$ cat src/rtl/scramble_byte_serializer.sv
// Word-to-byte serializer: buffers 32-bit scrambled words in a small FIFO
// and emits them MSB byte first on a ready/valid byte stream.
module scramble_byte_serializer #(
    parameter int DEPTH = 4
) (
    input  logic                     clk,
    input  logic                     rst,
    input  logic [31:0]              din,
    input  logic                     pushin,
    output logic [7:0]               byte_out,
    output logic                     byte_valid,
    input  logic                     byte_ready,
    output logic [$clog2(DEPTH):0]   level,
    output logic                     full,
    output logic                     overflow,
    output logic                     idle
);

    localparam int AW = $clog2(DEPTH);
    localparam int LW = AW + 1;

    typedef enum logic {
        IDLE,
        SEND
    } state_t;

    state_t          state, state_nx;
    logic [31:0]     mem [DEPTH];
    logic [AW-1:0]   wr_ptr, rd_ptr;
    logic [31:0]     hold;
    logic [1:0]      idx;
    logic            fifo_empty;
    logic            push_ok;
    logic            pop;
    logic            last_taken;

    // FIFO status; full comes from the registered level so a same-cycle pop
    // never makes room for an incoming word.
    always_comb begin
        fifo_empty = (level == '0);
        full       = (level == LW'(DEPTH));
        push_ok    = pushin && !full;
        idle       = (state == IDLE) && fifo_empty;
        last_taken = (state == SEND) && byte_ready && (idx == 2'd3);
    end

    // Next-state, pop request and byte output selection.
    always_comb begin
        state_nx   = state;
        pop        = 1'b0;
        byte_valid = 1'b0;
        byte_out   = '0;
        case (state)
            IDLE: begin
                if (!fifo_empty) begin
                    pop      = 1'b1;
                    state_nx = SEND;
                end
            end
            SEND: begin
                byte_valid = 1'b1;
                case (idx)
                    2'd0:    byte_out = hold[31:24];
                    2'd1:    byte_out = hold[23:16];
                    2'd2:    byte_out = hold[15:8];
                    default: byte_out = hold[7:0];
                endcase
                if (last_taken) begin
                    if (!fifo_empty) pop = 1'b1;
                    else             state_nx = IDLE;
                end
            end
            default: state_nx = IDLE;
        endcase
    end

    // Serializer state register.
    always_ff @(posedge clk) begin
        if (rst) state <= IDLE;
        else     state <= state_nx;
    end

    // Hold register and byte index: load on pop, advance on accepted byte.
    always_ff @(posedge clk) begin
        if (rst) begin
            hold <= '0;
            idx  <= '0;
        end else if (pop) begin
            hold <= mem[rd_ptr];
            idx  <= '0;
        end else if ((state == SEND) && byte_ready && (idx != 2'd3)) begin
            idx <= idx + 2'd1;
        end
    end

    // FIFO storage; contents need no reset since level gates every read.
    always_ff @(posedge clk) begin
        if (!rst && push_ok) mem[wr_ptr] <= din;
    end

    // FIFO pointers, occupancy and sticky overflow.
    always_ff @(posedge clk) begin
        if (rst) begin
            wr_ptr   <= '0;
            rd_ptr   <= '0;
            level    <= '0;
            overflow <= 1'b0;
        end else begin
            if (push_ok)        wr_ptr   <= wr_ptr + 1'b1;
            if (pop)            rd_ptr   <= rd_ptr + 1'b1;
            if (pushin && full) overflow <= 1'b1;
            case ({push_ok, pop})
                2'b10:   level <= level + 1'b1;
                2'b01:   level <= level - 1'b1;
                default: level <= level;
            endcase
        end
    end

endmodule

$ cat config.mk
export PLATFORM = sky130hd
export DESIGN_NAME = scramble_byte_serializer
export DESIGN_NICKNAME = d
export VERILOG_FILES = /design/src/rtl/scramble_byte_serializer.sv
export SDC_FILE = /design/constraint.sdc
export NUM_CORES = 1
export LEC_CHECK = 0
export CAP_MARGIN = 5
export CORE_ASPECT_RATIO = 1.4
export CORE_MARGIN = 5
export CORE_UTILIZATION = 58
export DETAILED_ROUTE_END_ITERATION = 10
export MAX_ROUTING_LAYER = met4
export PLACE_DENSITY = 0.79
export SYNTH_ARGS = -nofsm -noshare
export SYNTH_HDL_FRONTEND = slang
export SYNTH_SLANG_ARGS = --single-unit
$ cat constraint.sdc
create_clock -name clk -period 2.7 [get_ports clk]
set_input_delay 0.675 -clock clk [delete_from_list [all_inputs] [get_ports clk]]
set_output_delay 0.675 -clock clk [all_outputs]
set_load 0.03 [all_outputs]
---- Word-level counts from Yosys, hierarchy flattened ----
Memories as Yosys holds them, arrays and structs flattened. A register that Yosys moved wholly into a read port is not among the register bits.
Index checks and enable logic that the tools add are counted.
operators by class
  $add $sub $neg .......................... 5
  bitwise operators ....................... 1
  equality and inequality tests ........... 7
  multiplexer cells ....................... 11
  reduce and logical (&&, ||, !) cells .... 13
operators with widths
  kind                 count
  $pmux 8 s3           1
  $mux 8               1
  $logic_and 1x1->1    7
  $add 2x1->2 const B  3
  $eq 2x2->1 const B   3
  $mux 1               6
  $pmux 3 s2           1
  $eq 2x1->1 const B   2
  $pmux 1 s2           2
  $add 3x1->3 const B  1
  $eq 3x3->1 const B   1
  $logic_not 3->1      1
  $sub 3x1->3 const B  1
  $logic_not 1->1      2
  $logic_not 2->1      1
  $ne 2x2->1 const B   1
  $reduce_bool 2->1    1
  $reduce_or 2->1      1
  $not 1->1            1
word-level totals
  logic and storage cells ................. 44
  memory bits (writable) .................. 128
  flip-flop bits (word level) ............. 11
  memories ................................ 1
  output and inout bits ................... 15
  input bits .............................. 36
memories
  name  depth  bits a word  rd ports  clocked after memory_dff  write ports  RTL line  source
  mem   4      32           1         1                         1            28        logic [31:0] mem [DEPTH];

---- Depth between registers and ports, before layout ----
  word-level depth ........................ 6
  depth in mapped cells ................... 8

---- Least setup slack after synthesis ----
No wires, ideal clock.
  path kind ............................... reg2reg
  from .................................... reg level[0]
  to ...................................... mem mem[0][0] (enable)
  path slack .............................. 318 ps
  stages on the path, launching flop included .. 4
  data arrival time ....................... 1990 ps
  path buffers ............................ 0
  setup time .............................. 392 ps
  cell sequence ........................... dfxtp_1 nor3b_2 nor3_1 and2_1
between the ends
  longest elaborated chain between the ends .. 6
RTL lines
  element                       RTL line  source
  start, declared               13        output logic [$clog2(DEPTH):0] level,
  start signal, assigned        113       2'b10: level <= level + 1'b1;
  start signal, assigned        114       2'b01: level <= level - 1'b1;
  start signal, assigned        115       default: level <= level;
  $eq 3x3->1                    41        full = (level == LW'(DEPTH));
  via full                      14        output logic full,
  $logic_not 1->1               42        push_ok = pushin && !full;
  $logic_and 1x1->1             42
  $logic_and 1x1->1             98        if (!rst && push_ok) mem[wr_ptr] <= din;
  $mux 1                        98
  $mux 1 (implied by the code)  98
  end, declared                 28
The timed path passes the listed nets, and every way through them passes these cells.

---- Worst setup path in the final report ----
  from .................................... reg idx[1]
  to ...................................... out byte_out[6]
between the ends
  longest elaborated chain between the ends .. 3
  elaborated cells on any way between the ends .. 5
  those cells by class .................... 2 x eq/ne; 2 x mux; 1 x reduce/logical
RTL lines
  element                                   RTL line  source
  start, declared                           31        logic [1:0] idx;
  start signal, assigned                    92        idx <= idx + 2'd1;
  $eq 2x2->1, or another cell as far along  62        case (idx)
  $pmux 8 s3 *                              62
  $mux 8 *                                  53        case (state)
  end, declared                             10        output logic [7:0] byte_out,
Mark *: on every way between the ends. The rest lies on a longest branch, timed or not.

==> impl_metrics.py <==
metrics = {
    "route": {
        "first_pass_iters": 8,
        "viasPerCell": 6.05,
        "routed_wl_um": 12800,
        "wl_per_cell_um": 20.2,
        "drc": 0,
        "drtAntennaViolNets": 0,
        "vias": 3810,
        "dr.first_iter.drc_count": 408,
    },
    "clocking": {
        "clkTransAtPathRegs_ns": 0.07,
        "cts_tree": "done",
        "clk_latency_ns": 0.42,
        "cts_htree_levels": 4,
        "cts_num_sinks": 171,
        "hold_buffers": 0,
        "cts_buffers": 17,
        "postCtsSetupRepairBufs": 0,
        "root_buffer": "clkbuf_16",
        "clock_path_buffers": 2,
    },
    "yosys": {
        "netlist_instances": 421,
        "yosysTopAreaCell": "edfxtp_1",
        "synthFlopType": "edfxtp_1",
        "synth-seq-cells": 171,
        "synth_most_common_cell": "edfxtp_1",
        "ys_types": 34,
        "syn_area_um2": 6740,
        "synth_edf_count": 128,
        "yosysWarnings": 0,
        "synthTopCellsByArea": "edfxtp_1 57%, dfxtp_1 13%, mux4_2 11%, a21oi_1 2.8%, o21ai_0 2.7%",
        "yosysSeqAreaShare_pct": 69.8,
        "yosys-top-cells-count": "128 x edfxtp_1, 43 x dfxtp_1, 38 x a21oi_1",
        "syn_area_per_cell_um2": 16.0,
        "ys_async_sr_fraction_pct": 0,
        "synth_top_area_share_pct": 57.0,
        "synth_nets": 468,
    },
    "placement": {
        "post-place-ws_ns": -0.0365,
        "dp_cells": 598,
        "dp_hpwl_um": 8040,
        "placed_area_um2": 7420,
        "io_buffers": 50,
        "gp_congestion": 0.841,
    },
    "setup_path": {
        "slowest_stage": "dfxtp_1",
        "crit_chain": "inv_1 > ha_4 > a222oi_1 > o21ai_0 > and2_1 > clkdlybuf4s15_2",
        "crit_cells": 6,
        "crit_fanout": 8,
        "slowest_delay_ns": 0.36,
        "r2r-end": "level[2]",
        "cp.required_ns": 2.03,
        "path_class": "reg -> out",
        "crit_buf_inv": 2,
        "endpoint_kind": "primary output",
        "cp-start-kind": "flop",
        "rrSetupSlack_ns": 0.55,
        "cp_top_family": "compound AO/OA/AOI/OAI gates",
        "r2r_cells": 9,
        "rr_startpoint": "idx[1]",
        "crit_arrival_ns": 1.95,
    },
    "power": {
        "power.switching_uw": 2470,
        "p_int_uw": 5300,
        "power_density_nw_per_um2": 972,
        "pwr-share-clk_pct": 29.7,
        "total_power_uw": 7780,
        "cellLeakagePower_uw": 0.00263,
        "switching_share_pct": 31.8,
        "peakVddDrop_v": 0.000654,
        "seq_power_share_pct": 44.3,
        "p_comb_share_pct": 26.1,
    },
    "timing": {
        "finalCriticalPeriod_ns": 2.62,
        "finalClockSkew_ns": 0.0127,
        "finalCritPeriodShare_pct": 97.1,
        "setup_slack_ns": 0.0784,
        "final-hold-violation-count": 0,
        "setup-violations-final": 0,
        "clock.fmax_mhz": 381,
        "slew_headroom_pct": 58.8,
        "drv_slew": 0,
        "worstMarginPinSlew_ns": 0.618,
    },
    "final_layout": {
        "drive_gt1_share_pct": 20.6,
        "regArea_um2": 4710,
        "num_antenna_cells": 0,
        "num-fill-cells": 714,
        "syn2layout_area_growth_pct": 18.7,
        "final_nets": 520,
        "finalNonFillerCells": 630,
        "multi_input_area_um2": 1860,
        "fin_area_um2": 8000,
        "fin_util_pct": 70.6,
    },
    "grt": {
        "gr-total-overflow": 0,
        "grt_antenna_before_repair": 0,
        "grt_max_degree": 45,
        "grt_first_pass_wirelength_um": 20700,
        "grt_pass1_vias": 3932,
        "grt_usage_pct": 20.8,
    },
    "min_path": {
        "worstHoldStart": "overflow",
        "min_to": "overflow",
        "hold_depth": 2,
        "hold_class": "reg -> reg",
    },
    "flow_run": {
        "drv_cap": 0,
    },
    "floorplan": {
        "die-area_um2": 13900,
        "die_w_um": 101,
        "design.core.area_um2": 11300,
        "rows": 46,
        "start_util_pct": 59.4,
        "die_h_um": 138,
        "ios": 51,
    },
    "outcome": {
        "outcome": "completed",
    },
}
[area by class of cell]
| cell class | count | area share [%] |
|---|---|---|
| Timing Repair Buffer | 65 | 8.18 |
| Tap cell | 144 | 2.25 |
| Inverter | 6 | 0.282 |
| Clock buffer | 17 | 5.32 |
| Clock inverter | 15 | 1.83 |
| Sequential cell | 171 | 58.9 |
| Multi-Input combinational cell | 212 | 23.3 |
[state kept, by name, indices dropped and copies added, names as in the netlist]
signal,count
overflow,1
wr_ptr,2
hold,32
state,1
level,3
rd_ptr,2
mem,128
idx,2
[timing repair]
action,4_1_cts,5_1_grt
gates resized for setup,33,17
setup endpoints to repair,9,9
cloned,0,0
pin swaps,2,5
[layer usage]
metal	GRT usage (%)	up-vias	share of wire [%]
met5	-	-	0
met1	26.3	1897	40
li1	-	1746	-
met2	31.8	141	52
met3	5.07	26	6.0
met4	9.68	0	2.5
[power groups by stage]
stage               Combinational, uW  Clock [uW]  Sequential, uW
floorplan                        1480           0            3410
global placement                 1960           0            3480
detailed placement               2010           0            3490
CTS                              2020        2350            3440
global route                     2220        2470            3490
finish                           2030        2310            3440
[cell usage in the layout, fill, tap and decap left out, types with 4 or more instances in the layout]
master and instances:
inv_8 7, buf_4 10, inv_6 4, o21ai_1 9, buf_12 6, or3_1 4
o21ai_0 35, a21oi_1 38, nand3_1 32, dfxtp_1 41, nand2_1 8, clkbuf_16 17
clkdlybuf4s50_1 40, ha_1 6, and2_1 12, edfxtp_1 128, inv_1 5, buf_2 7
a222oi_1 8, nor2_1 6, mux4_2 32
[worst max path at each step]
stage              from          end  slack (ns)
4_1_cts          idx[0]  byte_out[1]       -0.04
3_3_place_gp     idx[0]  byte_out[2]         0.1
3_5_place_dp     idx[0]  byte_out[7]       -0.04
5_1_grt          idx[1]  byte_out[6]       -0.01
6_report         idx[1]  byte_out[6]        0.08
2_1_floorplan  level[0]    mem[0][0]        0.32
[through the flow]
stage	TNS (ns)	hold slack, ns
final	0	0.474
after detailed placement	-0.0826	0.463
after CTS	-0.103	0.481
after global routing	-0.0231	0.517
after floorplan	0	0.453
after global placement	0	0.449
[kinds of logic (layout without fill, tap and decap cells)]
logic type	Yosys count	in the layout	share of synthesized area (%)
mux	34	34	11.0
compound gates	94	94	7.94
flops	171	171	69.8
simple gates	70	70	5.61
fa+ha+maj	11	11	2.15
buf+inv	38	103	3.12
xor+xnor	3	3	0.390
[tightest hold or removal path, stage by stage, from the launching register on]
cell and delay (ns):
dfxtp_1 0.33, a21oi_1 0.04, nor2_1 0.07
Power figures use the tool's default switching activity.
